<file path="config.mk">
export PLATFORM = sky130hd
export DESIGN_NAME = dcache_port_arbiter
export DESIGN_NICKNAME = d
export VERILOG_FILES = /design/src/rtl/dcache_port_arbiter.sv
export SDC_FILE = /design/constraint.sdc
export NUM_CORES = 1
export LEC_CHECK = 0
export CORE_MARGIN = 2
export CORE_UTILIZATION = 30
export DETAILED_ROUTE_END_ITERATION = 10
export HOLD_SLACK_MARGIN = 0.05
export PLACE_DENSITY = 0.66
export SLEW_MARGIN = 10
export SYNTH_ARGS = -nofsm -noshare
export SYNTH_HDL_FRONTEND = slang
export SYNTH_SLANG_ARGS = --single-unit
</file>
<file path="constraint.sdc">
create_clock -name clk -period 4.2 [get_ports clk]
set_input_delay 0.84 -clock clk [delete_from_list [all_inputs] [get_ports clk]]
set_output_delay 0.84 -clock clk [all_outputs]
set_load 0.05 [all_outputs]
</file>
<file path="src/rtl/dcache_port_arbiter.sv">
// dcache_port_arbiter
//
// Shares the single data-cache port between the LSU load path and the
// store-queue retire path. One request wins per cycle (Arbitrate), is
// registered onto the cache port (Issue), and its answer is registered back
// to the owner (Response). A store that misses while the miss-status queue
// is full is turned into a retry so the SQ re-presents it.
//
// Optional feature macro: DC_ARB_STARVE_EN
//   defined   : a saturating starvation counter forces a store grant after
//               STARVE_LIMIT consecutive denied store cycles.
//   undefined : strict load priority; a store wins only with no eligible load.
//
// Ports
//   clk, n_rst            clock (rising edge), async active-low reset
//   i_flush               kills load in Issue, blocks load grant this cycle
//   i_ld_req/i_ld_addr    load request          -> o_ld_ack (combinational)
//   o_ld_resp_*           registered load response (valid/hit/data)
//   i_st_req/addr/data/byte_en  retiring store  -> o_st_ack (combinational)
//   o_st_done/o_st_retry  registered store completion / retry pulse
//   o_dc_*                registered cache request
//   i_dc_hit/i_dc_rdata/i_dc_msq_full   combinational cache answer in Issue

module dcache_port_arbiter #(
    parameter int DATA_WIDTH   = 32,
    parameter int ADDR_WIDTH   = 32,
    parameter int STARVE_LIMIT = 4
) (
    input  logic                    clk,
    input  logic                    n_rst,
    input  logic                    i_flush,
    input  logic                    i_ld_req,
    input  logic [ADDR_WIDTH-1:0]   i_ld_addr,
    output logic                    o_ld_ack,
    output logic                    o_ld_resp_valid,
    output logic                    o_ld_resp_hit,
    output logic [DATA_WIDTH-1:0]   o_ld_resp_data,
    input  logic                    i_st_req,
    input  logic [ADDR_WIDTH-1:0]   i_st_addr,
    input  logic [DATA_WIDTH-1:0]   i_st_data,
    input  logic [DATA_WIDTH/8-1:0] i_st_byte_en,
    output logic                    o_st_ack,
    output logic                    o_st_done,
    output logic                    o_st_retry,
    output logic                    o_dc_re,
    output logic                    o_dc_we,
    output logic [ADDR_WIDTH-1:0]   o_dc_addr,
    output logic [DATA_WIDTH-1:0]   o_dc_wdata,
    output logic [DATA_WIDTH/8-1:0] o_dc_byte_en,
    input  logic                    i_dc_hit,
    input  logic [DATA_WIDTH-1:0]   i_dc_rdata,
    input  logic                    i_dc_msq_full
);

    localparam int BE_WIDTH = DATA_WIDTH / 8;

    logic ld_elig;
    logic st_elig;
    logic ld_grant;
    logic st_grant;
    logic force_st;

    // Issue stage registers
    logic                  dc_re_q,      dc_re_d;
    logic                  dc_we_q,      dc_we_d;
    logic [ADDR_WIDTH-1:0] dc_addr_q,    dc_addr_d;
    logic [DATA_WIDTH-1:0] dc_wdata_q,   dc_wdata_d;
    logic [BE_WIDTH-1:0]   dc_byte_en_q, dc_byte_en_d;

    // Response stage registers
    logic                  ld_resp_valid_q, ld_resp_valid_d;
    logic                  ld_resp_hit_q,   ld_resp_hit_d;
    logic [DATA_WIDTH-1:0] ld_resp_data_q,  ld_resp_data_d;
    logic                  st_done_q,       st_done_d;
    logic                  st_retry_q,      st_retry_d;

    // One store in flight from ack until it leaves Response
    logic                  st_busy_q,       st_busy_d;

    assign ld_elig = i_ld_req && !i_flush;
    assign st_elig = i_st_req && !st_busy_q;

    // Load wins by default; the store wins when alone or when starved.
    assign st_grant = st_elig && (!ld_elig || force_st);
    assign ld_grant = ld_elig && !st_grant;

    assign o_ld_ack = ld_grant;
    assign o_st_ack = st_grant;

`ifdef DC_ARB_STARVE_EN
    localparam int CNT_WIDTH = $clog2(STARVE_LIMIT + 1);
    localparam logic [CNT_WIDTH-1:0] STARVE_MAX = CNT_WIDTH'(STARVE_LIMIT);

    logic [CNT_WIDTH-1:0] starve_cnt_q, starve_cnt_d;

    // Counts cycles the store was eligible yet lost to a load; saturates at
    // the limit, where it forces the next store grant.
    always_comb begin
        starve_cnt_d = starve_cnt_q;
        if (st_grant) begin
            starve_cnt_d = '0;
        end else if (st_elig && (starve_cnt_q != STARVE_MAX)) begin
            starve_cnt_d = starve_cnt_q + 1'b1;
        end
    end

    always_ff @(posedge clk or negedge n_rst) begin
        if (!n_rst) begin
            starve_cnt_q <= '0;
        end else begin
            starve_cnt_q <= starve_cnt_d;
        end
    end

    assign force_st = (starve_cnt_q == STARVE_MAX);
`else
    assign force_st = 1'b0;
`endif

    // Next-state for the Issue and Response stages. Address/data of the
    // issue register hold when nothing is granted; only the enables drop.
    // Load hit/data are captured whenever a load is in Issue.
    always_comb begin
        dc_re_d         = ld_grant;
        dc_we_d         = st_grant;
        dc_addr_d       = dc_addr_q;
        dc_wdata_d      = dc_wdata_q;
        dc_byte_en_d    = dc_byte_en_q;
        ld_resp_valid_d = dc_re_q && !i_flush;
        ld_resp_hit_d   = ld_resp_hit_q;
        ld_resp_data_d  = ld_resp_data_q;
        st_done_d       = dc_we_q && (i_dc_hit || !i_dc_msq_full);
        st_retry_d      = dc_we_q && !i_dc_hit && i_dc_msq_full;
        st_busy_d       = st_busy_q;

        if (ld_grant) begin
            dc_addr_d = i_ld_addr;
        end else if (st_grant) begin
            dc_addr_d    = i_st_addr;
            dc_wdata_d   = i_st_data;
            dc_byte_en_d = i_st_byte_en;
        end

        if (dc_re_q) begin
            ld_resp_hit_d  = i_dc_hit;
            ld_resp_data_d = i_dc_rdata;
        end

        // The store leaves Response in the cycle its done/retry is high.
        if (st_grant) begin
            st_busy_d = 1'b1;
        end else if (st_done_q || st_retry_q) begin
            st_busy_d = 1'b0;
        end
    end

    always_ff @(posedge clk or negedge n_rst) begin
        if (!n_rst) begin
            dc_re_q         <= 1'b0;
            dc_we_q         <= 1'b0;
            dc_addr_q       <= '0;
            dc_wdata_q      <= '0;
            dc_byte_en_q    <= '0;
            ld_resp_valid_q <= 1'b0;
            ld_resp_hit_q   <= 1'b0;
            ld_resp_data_q  <= '0;
            st_done_q       <= 1'b0;
            st_retry_q      <= 1'b0;
            st_busy_q       <= 1'b0;
        end else begin
            dc_re_q         <= dc_re_d;
            dc_we_q         <= dc_we_d;
            dc_addr_q       <= dc_addr_d;
            dc_wdata_q      <= dc_wdata_d;
            dc_byte_en_q    <= dc_byte_en_d;
            ld_resp_valid_q <= ld_resp_valid_d;
            ld_resp_hit_q   <= ld_resp_hit_d;
            ld_resp_data_q  <= ld_resp_data_d;
            st_done_q       <= st_done_d;
            st_retry_q      <= st_retry_d;
            st_busy_q       <= st_busy_d;
        end
    end

    assign o_dc_re         = dc_re_q;
    assign o_dc_we         = dc_we_q;
    assign o_dc_addr       = dc_addr_q;
    assign o_dc_wdata      = dc_wdata_q;
    assign o_dc_byte_en    = dc_byte_en_q;
    assign o_ld_resp_valid = ld_resp_valid_q;
    assign o_ld_resp_hit   = ld_resp_hit_q;
    assign o_ld_resp_data  = ld_resp_data_q;
    assign o_st_done       = st_done_q;
    assign o_st_retry      = st_retry_q;

endmodule

</file>
# == Word-level counts from Yosys, hierarchy flattened ==
# Cells that the tools add are included.
# op_classes
mux,4
n_bitwise,1
reduce_logical,19
# op_table
operator,n
two-way mux 32 bit,2
logical AND 1 bit,8
logical NOT 1 bit,6
nonzero test 2 bit,2
logical OR 1 bit,2
two-way mux 1 bit,2
AND reduction 2 bit,1
inverter 1 bit,1
# totals
ff_bits,107
input_bits,139
out_inout_bits,108

# == Depth between registers and ports, before layout ==
# depth
depth_word,8
ltp_mapped,6
ltp_nobuf,3

# == Least setup slack after synthesis ==
# No wires, ideal clock.
# synth_path
kind,input-to-output
startpoint,in i_flush
endpoint,out o_ld_ack
arrival_time_ns,1.585
required_time_ns,3.360
path_slack_ns,1.775
stages,3
cell_sequence,and2b_4 > buf_2 > buf_2
# synth_between
elab_chain_cells,6
# synth_lines
element,line,source
start: declaration,31,"input logic i_flush,"
logical NOT 1 bit *,80,assign ld_elig = i_ld_req && !i_flush;
logical AND 1 bit *,80,
logical NOT 1 bit,84,assign st_grant = st_elig && (!ld_elig || force_st);
logical AND 1 bit,84,
logical NOT 1 bit,85,assign ld_grant = ld_elig && !st_grant;
logical AND 1 bit *,85,
end: declaration,34,"output logic o_ld_ack,"
# Mark *: on every way between the ends. The rest lies on a longest branch, timed or not.

# == Final worst setup path ==
# Same ends and word-level chain as after synthesis.

==> parameters.txt <==
Parameter                              Value

Status
  Status ... completed

Timing
  Setup total negative slack ... 0 ns
  Fin. Hold Viols ... 0
  RSZ-0062 raised after global routing ... false
  Final setup viols ... 0
  Pins Over Slew Limit ... 0
  Part of the cycle the worst path needs ... 76.33%
  Worst slew slack as a fraction of its limit ... 41.08%
  Transition at the pin with the smallest max-transition slack ... 0.8838 ns
  Layout Skew ... 0.007193 ns
  Fmax ... 311.9 MHz
  Time the final worst path needs with I/O delays and setup ... 3.206 ns

Pwr
  Switching power summed over all nets ... 2106 µW
  Total internal power ... 2908 µW
  Sequential power share ... 30.4%
  Sw Ratio ... 42.00%
  Final total power ... 5014 µW
  Maximum resistive drop on vdd ... 500.3 µV
  Proportion of power drawn by combinational gates ... 51.1%
  Power density relative to cell area ... 690.2 mW/mm²
  Leakage power figure ... 0.003134 µW
  Proportion of power drawn by the clock network ... 18.5%

Floorplan
  Die Outline Area ... 0.01543 mm²
  I/O pins ... 247
  Die outline height ... 124.2 µm
  Core area ... 0.01399 mm²
  Horizontal die dimension ... 124.2 µm
  Initial Utilization ... 31.00%
  Rows ... 43

Critical path
  Reg-to-Reg End ... o_dc_byte_en[2]
  Crit Path Category ... input port to output pin
  Capturing element type of the critical path ... output pin
  Data required time of the critical path ... 3.36 ns
  Worst reg2reg startpoint ... st_busy_q
  Max Fanout on Critical Path ... 2
  Signal arrival time at the worst endpoint ... 2.37 ns
  R2r worst-path depth ... 4
  Register-to-register path setup slack ... 2.41 ns
  Launching element type of the critical path ... input port

CTS
  Skew-Pair Late Insertion Delay ... 0.35 ns
  CTS clock-pin slew for the worst setup and hold paths ... 0.07 ns
  Htree depth ... 3
  Max Root-Sink Buffers ... 2
  Cells resized by post-CTS repair ... 0
  Setup Fix Bufs, Post-CTS ... 0
  Number of buffers inserted during clock tree synthesis ... 9
  Clock tree from TritonCTS ... built
  Cts hold-fix bufs ... 0
  # clock sinks ... 107
  CTS root buffer ... clkbuf_16

Route
  # DRC ... 0
  Drt first pass iters ... 4
  Mean routed wirelength per cell ... 16.22 µm
  Avg Vias per Cell ... 4.428
  First DRT Iteration DRCs ... 81
  Overall via count from detail_route ... 3,228
  Total Routed Length ... 11.83 mm
  Detail Route Antenna Nets ... 0

Worst hold path
  Sink of the worst hold path ... st_busy_q
  Number of cells on the worst hold path ... 1
  Hold WC Path Type ... flop to flop
  Launch point of the worst hold path ... st_busy_q

GRT
  Vias in the first global route ... 3,579
  First-pass GRT wire length ... 19.15 mm
  Overall fraction of global-route tracks in use ... 15.69%
  GRT Residual Overflow ... 0
  Pin count of the biggest net entering global routing ... 69
  Number of antenna violations at the first check in global routing ... 0

Yosys
  Area share of the leading cell type in the synthesized netlist ... 61.74%
  Summed instance area of the synthesized netlist ... 0.004337 mm²
  Netlist cell types ... 20
  Post-synth net total ... 439
  Avg Cell Area, Syn ... 14.46 µm²
  Count of mapped cells out of synthesis ... 300
  Synth area leaders ... dfrtp_1 (62%), mux2_2 (13%), mux2i_1 (7.4%)
  Number of synthesized register bits ... 107
  Syn. warnings ... 0
  Fraction of the yosys area taken by sequential cells ... 61.74%
  Largest area contributor in the netlist ... dfrtp_1

Placement
  Count of port buffers added during placement ... 246
  Placed cells ... 713
  Cell area after placement ... 0.006935 mm²
  Placed wire-length estimate ... 8.857 mm
  Placer's final routability congestion estimate ... 0.7382

Flow run
  Count of max-cap constraint violations ... 0

Cells and area
  Count of nets after finishing ... 683
  Post-layout instance count excluding filler cells ... 729
  Layout cell share with drive strength beyond 1 ... 17.30%
  Post-route core utilization ... 51.93%
  Synthesis-to-finish area growth ... 67.51%
  Final-layout fill cell count ... 1,202
  Ant. Diodes ... 0
  Design area ... 0.007264 mm²
placed cells by master, fill, tap and decap left out, drive strengths merged, types with 2 or more instances in the layout:
master	n
mux2	69
dfrtp	107
clkbuf	12
buf	8
nor2	2
mux2i	32
o21ai	32
bufinv	2
nand2	32
clkdlybuf4s50	244
cell type report:
type	count	area [µm²]	area share [%]
Clock buffer	12	256.5	3.531
Clock inverter	4	72.57	0.9990
Inverter	1	3.754	0.05167
Multi-Input combinational cell	173	1514	20.84
Sequential cell	107	2678	36.86
Tap cell	180	225.2	3.100
Timing Repair Buffer	252	2515	34.62
routing by layer:
metal / wire (µm) / track usage, %
met1: 4639 / 17.85
met2: 5953 / 26.55
met3: 975 / 6.497
met4: 259 / 5.486
met5: 0 / 0
worst max path at each step:
stage	start	endpoint	slack [ns]	cells past startpoint
after floorplan	i_flush	o_ld_ack	1.78	3
after detailed placement	i_flush	o_ld_ack	0.99	3
after CTS	i_flush	o_ld_ack	0.99	3
after global routing	i_flush	o_st_ack	0.91	5
after global placement	i_flush	o_ld_ack	1.0	3
final	i_flush	o_ld_ack	0.99	3
Yosys cell counts:
master    instances
a21boi_0          1
a21o_1            1
and2b_4           1
and3_1            1
buf_12            2
buf_2             8
buf_4             4
buf_6             2
clkbuf_1          3
dfrtp_1         107
inv_1             1
mux2_2           49
mux2_4           20
mux2i_1          32
nand2_1          32
nand2b_1          1
nor2_1            1
nor2_4            1
nor2b_1           1
o21ai_0          32
sequential cells by signal (all words and copies together), names as in the netlist:
name and flops:
o_dc_byte_en 4, o_dc_re 1, st_busy_q 1, o_ld_resp_valid 1, o_ld_resp_hit 1, o_st_retry 1
o_dc_addr 32, o_st_done 1, o_dc_wdata 32, o_dc_we 1, o_ld_resp_data 32
power by group through the flow:
| stage | Combinational, µW | Clock (µW) | Sequential (µW) |
|---|---|---|---|
| floorplan | 549 | 0 | 2660 |
| global placement | 2560 | 0 | 1540 |
| detailed placement | 2580 | 0 | 1540 |
| CTS | 2590 | 958 | 1530 |
| global route | 2660 | 995 | 1570 |
| finish | 2560 | 925 | 1520 |
per-stage QoR:
| step | worst slack, ns | hold WS [ns] |
|---|---|---|
| 3_5_place_dp | 0.9946 | 0.4754 |
| 2_1_floorplan | 1.775 | 0.4410 |
| 6_report | 0.9942 | 0.4807 |
| 4_1_cts | 0.9946 | 0.4875 |
| 5_1_grt | 0.9122 | 0.5179 |
| 3_3_place_gp | 0.9957 | 0.4653 |
cells by family (layout without fill, tap and decap cells):
kind of cell | after synthesis | count (layout) | synth area share (%)
multiplexers | 101 | 101 | 27.03
buffers and inverters | 20 | 269 | 3.404
AO/OA/AOI/OAI | 34 | 34 | 4.039
AND/OR/NAND/NOR | 38 | 38 | 3.780
flip-flops | 107 | 107 | 61.74
critical path: stages:
cell             delay [ns]
clkdlybuf4s50_1        0.41
and2b_4                0.30
clkdlybuf4s50_1        0.81
Note: power is estimated with default switching activity, not from simulation.
==> edit 1: new RTL, config.mk and constraints unchanged <==
`DATA_WIDTH`: 32 -> 28.
--- a/src/rtl/dcache_port_arbiter.sv
+++ b/src/rtl/dcache_port_arbiter.sv
@@ -22,7 +22,7 @@
 //   i_dc_hit/i_dc_rdata/i_dc_msq_full   combinational cache answer in Issue
 
 module dcache_port_arbiter #(
-    parameter int DATA_WIDTH   = 32,
+    parameter int DATA_WIDTH   = 28,
     parameter int ADDR_WIDTH   = 32,
     parameter int STARVE_LIMIT = 4
 ) (
Ports: changed (6 resized); port bits go from 247 to 229. The function was not compared with the original's and may differ.
==> edit 1 against the original RTL <==
- final cell count shrank 5.6%
- setup slack gained 280 ps
- utilization shrank 0.68 points
- sequential cell count shrank 9
- total power shrank 7.3%
- cell area shrank 6.6%
- area after synthesis shrank 6.3%
- wire length shrank 12%
- critical endpoint unchanged
- largest power group unchanged
- highest routed layer unchanged
==> edit 1: results (changes against the original RTL) <==
Run status
The flow ran to the end, and the final reports show no timing, DRC or antenna violations.

Global route
The number of global-route vias before repair is 3264 (-8.8%). The wire length of the first global-routing pass is 16400 um (-14%). The total global routing track utilization came to 0.146 (-0.0109). The pin count of the biggest net entering global routing is 85 (+23%). The initial antenna violation count came to 0 (unchanged).

Place
The final weighted congestion in routability-driven placement came to 0.775 (+4.9%). The post-placement setup slack is 1250 ps (+253 ps). The placed wire-length estimate is 7730 um (-13%). The number of buffers inserted by port buffering came to 228 (-7.3%).

Timing
The worst setup skew after layout is 9.06 ps (+1.86 ps). The measured slew at the worst slew-check pin was 1010 ps (+127 ps).

Worst setup path
The critical-path maximum fanout was 20 (+18). The arrival time at the worst endpoint was 2080 ps (-290 ps).

Pwr
The worst IR drop on VDD was 0.366 mV (-27%). The switching share of power was 0.416 (-0.00433). The leakage power is 2.95 nW (-5.8%).

Synth
Sorting the synthesized cells by how often they occur yields 98 x dfrtp_1, 32 x mux2_2, 32 x mux2i_1, 32 x nand2_1, 32 x o21ai_0. The net count of the mapped netlist is 410 (-6.6%). The count of synthesis-stage warnings from yosys is 0 (unchanged). The post-synthesis cell type count is 19 (-5.0%). Yosys attributes the largest share of cell area to dfrtp_1 60%, mux2_4 10%, mux2_2 8.9%. The async set-or-reset flop fraction in the synthesized netlist was 1.00 (unchanged).

The sequential fraction of the synthesis area is 0.603 (-0.0142).

CTS
The number of CTS-inserted buffers is 9 (unchanged). The clock insertion delay at the later pin of the skew report is 340 ps. The number of buffers inserted to repair setup after CTS came to 0 (unchanged).

The cell sitting at the root of the clock tree is a clkbuf_16.

Routing
The detailed router's first-iteration violation count is 79 (-2.5%). The number of search-and-repair iterations in the first detailed-routing pass is 4 (unchanged). The detailed-route wire length is 10400 um (-12%). The count of vias placed by the detailed router is 3026 (-6.3%).

Min path
The type of the tightest min-delay check is flip-flop to flip-flop.

Final layout
The share of post-route cells with drive strength above 1 is 0.170 (-0.00312). The number of nets in the finished design came to 637 (-6.7%). The number of filler instances in the final layout was 1190 (-1.0%).
==> edit 1: cell count changes after synthesis, sizes merged <==
| cell | unedited run | this run |
|---|---|---|
| clkbuf | 3 | 5 |
| buf | 16 | 12 |
| mux2 | 69 | 60 |
| dfrtp | 107 | 98 |
==> edit 1: worst max-delay path: stages <==
cell and delay [ps]:
clkdlybuf4s50_1 460, nor2b_4 470, buf_4 300
==> edit 1: cell type report <==
| class | count | share of cell area |
|---|---|---|
| Tap cell | 176 | 0.0324 |
| Clock inverter | 6 | 0.0133 |
| Sequential cell | 98 | 0.361 |
| Timing Repair Buffer | 233 | 0.343 |
| Multi-Input combinational cell | 164 | 0.215 |
| Clock buffer | 10 | 0.0352 |
| Inverter | 1 | 0.000553 |
==> edit 1: cells by family (layout without fill, tap and decap cells) <==
group	count (synthesis)	after routing	share of synthesized area
buffers and inverters	18	250	0.0391
muxes	92	92	0.271
DFF	98	98	0.603
and+or+nand+nor	38	38	0.0437
AOI/OAI and AO/OA	34	34	0.0431
==> edit 1: path summary, 6_finish.rpt <==
check,end,slack (ps),start,cells past startpoint
max reg2reg,o_dc_byte_en[2],2430,st_busy_q,4
max,o_ld_ack,1280,i_ld_req,3
max in group asynchronous,o_dc_addr[21],2700,n_rst,2
min,st_busy_q,470,st_busy_q,1
min reg2reg,st_busy_q,470,st_busy_q,1
min in group asynchronous,o_dc_wdata[17],680,n_rst,1
==> edit 1: metrics by stage <==
stage                     area [um2]  hold slack [ps]  total power, mW  utilization  instances
after floorplan                 4070              441             2.98            -        280
after global placement          6460              453             3.77        0.488        672
after detailed placement        6460              458             3.79        0.488        672
after CTS                       6790              473             4.71        0.512        688
after global routing            6790              491             4.86        0.512        688
final                           6790              471             4.65        0.512        688
==> edit 1: layer usage <==
layer | vias to the layer above | wire, um | global-route usage
met5 | - | 0 | 0
met4 | 0 | 251 | 0.0647
met3 | 17 | 685 | 0.0363
met2 | 133 | 5220 | 0.251
met1 | 1459 | 4220 | 0.172
li1 | 1417 | - | -
==> edit 1: power by group through the flow <==
stage	registers (mW)	clock network (mW)	logic [mW]
global placement	1.41	0	2.36
detailed placement	1.41	0	2.38
CTS	1.41	0.919	2.38
global route	1.44	0.962	2.45
finish	1.40	0.886	2.36
floorplan	2.42	0	0.553
==> edit 2: new RTL, config.mk and constraints unchanged <==
Without the edit above. `dc_addr_q`, `dc_wdata_q`, `dc_byte_en_q` and `ld_resp_data_q` no longer have a reset.
--- a/src/rtl/dcache_port_arbiter.sv
+++ b/src/rtl/dcache_port_arbiter.sv
@@ -158,28 +158,27 @@
         if (!n_rst) begin
             dc_re_q         <= 1'b0;
             dc_we_q         <= 1'b0;
-            dc_addr_q       <= '0;
-            dc_wdata_q      <= '0;
-            dc_byte_en_q    <= '0;
             ld_resp_valid_q <= 1'b0;
             ld_resp_hit_q   <= 1'b0;
-            ld_resp_data_q  <= '0;
             st_done_q       <= 1'b0;
             st_retry_q      <= 1'b0;
             st_busy_q       <= 1'b0;
         end else begin
             dc_re_q         <= dc_re_d;
             dc_we_q         <= dc_we_d;
-            dc_addr_q       <= dc_addr_d;
-            dc_wdata_q      <= dc_wdata_d;
-            dc_byte_en_q    <= dc_byte_en_d;
             ld_resp_valid_q <= ld_resp_valid_d;
             ld_resp_hit_q   <= ld_resp_hit_d;
-            ld_resp_data_q  <= ld_resp_data_d;
             st_done_q       <= st_done_d;
             st_retry_q      <= st_retry_d;
             st_busy_q       <= st_busy_d;
         end
+    end
+
+    always_ff @(posedge clk) begin
+        dc_addr_q      <= dc_addr_d;
+        dc_wdata_q     <= dc_wdata_d;
+        dc_byte_en_q   <= dc_byte_en_d;
+        ld_resp_data_q <= ld_resp_data_d;
     end
 
     assign o_dc_re         = dc_re_q;
Behaviour: not the same (Yosys sat finds a counterexample within 4 cycles, from zero or initial values and one cycle with n_rst low).
==> edit 2 against the original RTL <==
- via count decreased by 24%
- wire length decreased by 18%
- sequential cell count unchanged
- setup slack improved by 160 ps
- area after synthesis down 13%
- maximum frequency rose by 5.4%
- cell area down 7.2%
- non-clock buffer count is 2 lower
- count of clock-buffer cells in the layout decreased by 2
- critical path depth increased by 2
- critical endpoint is now o_st_ack
- largest cell class unchanged
- highest routed layer unchanged
Power is not compared: it rests on default switching activity, and its combinational part moved more than twofold at a synthesized area within 25%.
==> edit 2: results (changes against the original RTL) <==
Final layout
The number of filler instances in the final layout is 979 (-19%). The number of nets in the finished design is 551 (-19%). The total inserted antenna cells is 0 (unchanged).

The utilization of the core after routing is 0.554 (+0.0349). The share of post-route cells with drive strength above 1 is 0.134 (-0.0387).

Min path
The type of the tightest min-delay check is flip-flop to flip-flop. The startpoint identified for the worst hold timing path is st_busy_q.

Synth
The async set-or-reset flop fraction in the synthesized netlist is 0.0654 (-0.935). The number of flops mapped to enable cells by yosys is 100 (+100). The mean instance size in the synthesized netlist is 24.3 um2 (+68%). The most used flip-flop cell after synthesis is edfxtp_1. The post-synthesis cell type count came to 15 (-25%). The area fraction in compound gates after synthesis is 0.00431 (-0.0361).

The sequential fraction of the synthesis area is 0.843 (+0.225). The share of synthesized area spent on multiplexers is 0.126 (-0.144). The net count of the mapped netlist is 294 (-33%). By area the synthesized netlist is led by edfxtp_1 80%, mux2_4 11%, dfrtp_1 4.6%.

The count of synthesis-stage warnings from yosys is 0 (unchanged). In the synthesized netlist, the cells that appear most often are 100 x edfxtp_1, 28 x mux2_4, 7 x dfrtp_1. The post-synthesis xor/xnor area fraction was 0 (unchanged).

Place
The placed wire-length estimate is 7540 um (-15%). The number of cells in the design after placement came to 569 (-20%). The final weighted congestion in routability-driven placement came to 0.736 (-0.31%).

The instance area after placement came to 0.00644 mm2 (-7.1%). The post-placement setup slack is 1140 ps (+141 ps).

CTS
The number of buffers inserted to repair setup after CTS is 0 (unchanged). Clock tree synthesis selected as its root buffer the cell clkbuf_16. Clock latency on the worst-skew pair, taken at its later pin, is 340 ps. The total of cells resized after clock tree synthesis came to 0 (unchanged). The number of CTS-inserted buffers is 9 (unchanged). The maximum level of the CTS H-tree came to 3 (unchanged). The clock slew at the register clock pins of the worst setup and hold paths was 70 ps (about the same). The number of sinks handled by clock tree synthesis was 107 (unchanged).

Pwr
The worst-case IR drop observed on VDD is 0.166 mV. The leakage power is 2.47 nW.

Worst setup path
The slack of the worst reg-to-reg path is 2580 ps (+170 ps). The arrival time at the worst endpoint is 2200 ps (-170 ps). The critical-path maximum fanout is 18 (+16). The launching instance or port of the critical path is i_flush. The beginning of the worst register-to-register path is st_busy_q.

Routing
The detailed router's first-iteration violation count is 140 (+73%). The count of vias placed by the detailed router is 2439 (-24%). The number of search-and-repair iterations in the first detailed-routing pass is 4 (unchanged). The detailed-route wire length is 9650 um (-18%). The number of vias per cell after detailed routing was 4.17 (-5.8%).

Run status
The flow ran to the end, and the final reports show no timing, DRC or antenna violations.

Global route
The pin count of the biggest net entering global routing came to 38 (-45%). The met1 usage is 0.147 (-0.0313). The initial antenna violation count was 0 (unchanged). The total global routing track utilization is 0.137 (-0.0197).

The met2 usage is 0.240 (-0.0257). The number of global-route vias before repair came to 2545 (-29%). The wire length of the first global-routing pass is 13600 um (-29%). The met3 demand-to-capacity share in global routing is 0.0571 (-0.00789).

Timing
The worst hold slack after final layout is 492 ps (+10.9 ps). The measured slew at the worst slew-check pin is 558 ps (-326 ps). The worst setup skew after layout is 9.94 ps (+2.74 ps). The slack of the critical path is 1160 ps (+163 ps).
==> edit 2: routing by layer <==
| layer | part of all wire | routed length, um | vias to the layer above |
|---|---|---|---|
| li1 | - | - | 1117 |
| met1 | 0.36 | 3500 | 1153 |
| met2 | 0.50 | 4800 | 155 |
| met3 | 0.12 | 1180 | 14 |
| met4 | 0.018 | 174 | 0 |
| met5 | 0 | 0 | - |
==> edit 2: kinds of logic after synthesis <==
family | after synthesis
mux | 33
flops | 107
simple gates | 7
compound gates | 2
buf+inv | 6
==> edit 2: path summary, 6_finish.rpt <==
kind                                        end  depth (start not counted)
worst max register to register    o_dc_addr[14]                          3
worst min register to register        st_busy_q                          1
min in group asynchronous         o_ld_resp_hit                          1
max in group asynchronous       o_ld_resp_valid                          1
worst min-delay path                  st_busy_q                          1
worst max-delay path                   o_st_ack                          5
==> edit 2: area by class of cell <==
cell class | instances | share of cell area
tap | 168 | 0.0312
timing repair buffer | 250 | 0.371
clock buffer | 10 | 0.0340
sequential | 107 | 0.472
multi-input combinational | 42 | 0.0808
clock inverter | 6 | 0.0106
inverter | 2 | 0.00111
==> edit 2: critical path: stages <==
cell and delay [ps]:
clkdlybuf4s50_1 490, nand2b_4 330, inv_1 180, nor2_4 200
buf_12 160
==> edit 2: power by group <==
part           leakage [nW]  switching [mW]  internal [mW]
combinational          1.30           0.563          0.346
clock                 0.140           0.373          0.468
sequential             1.03          0.0352           1.33
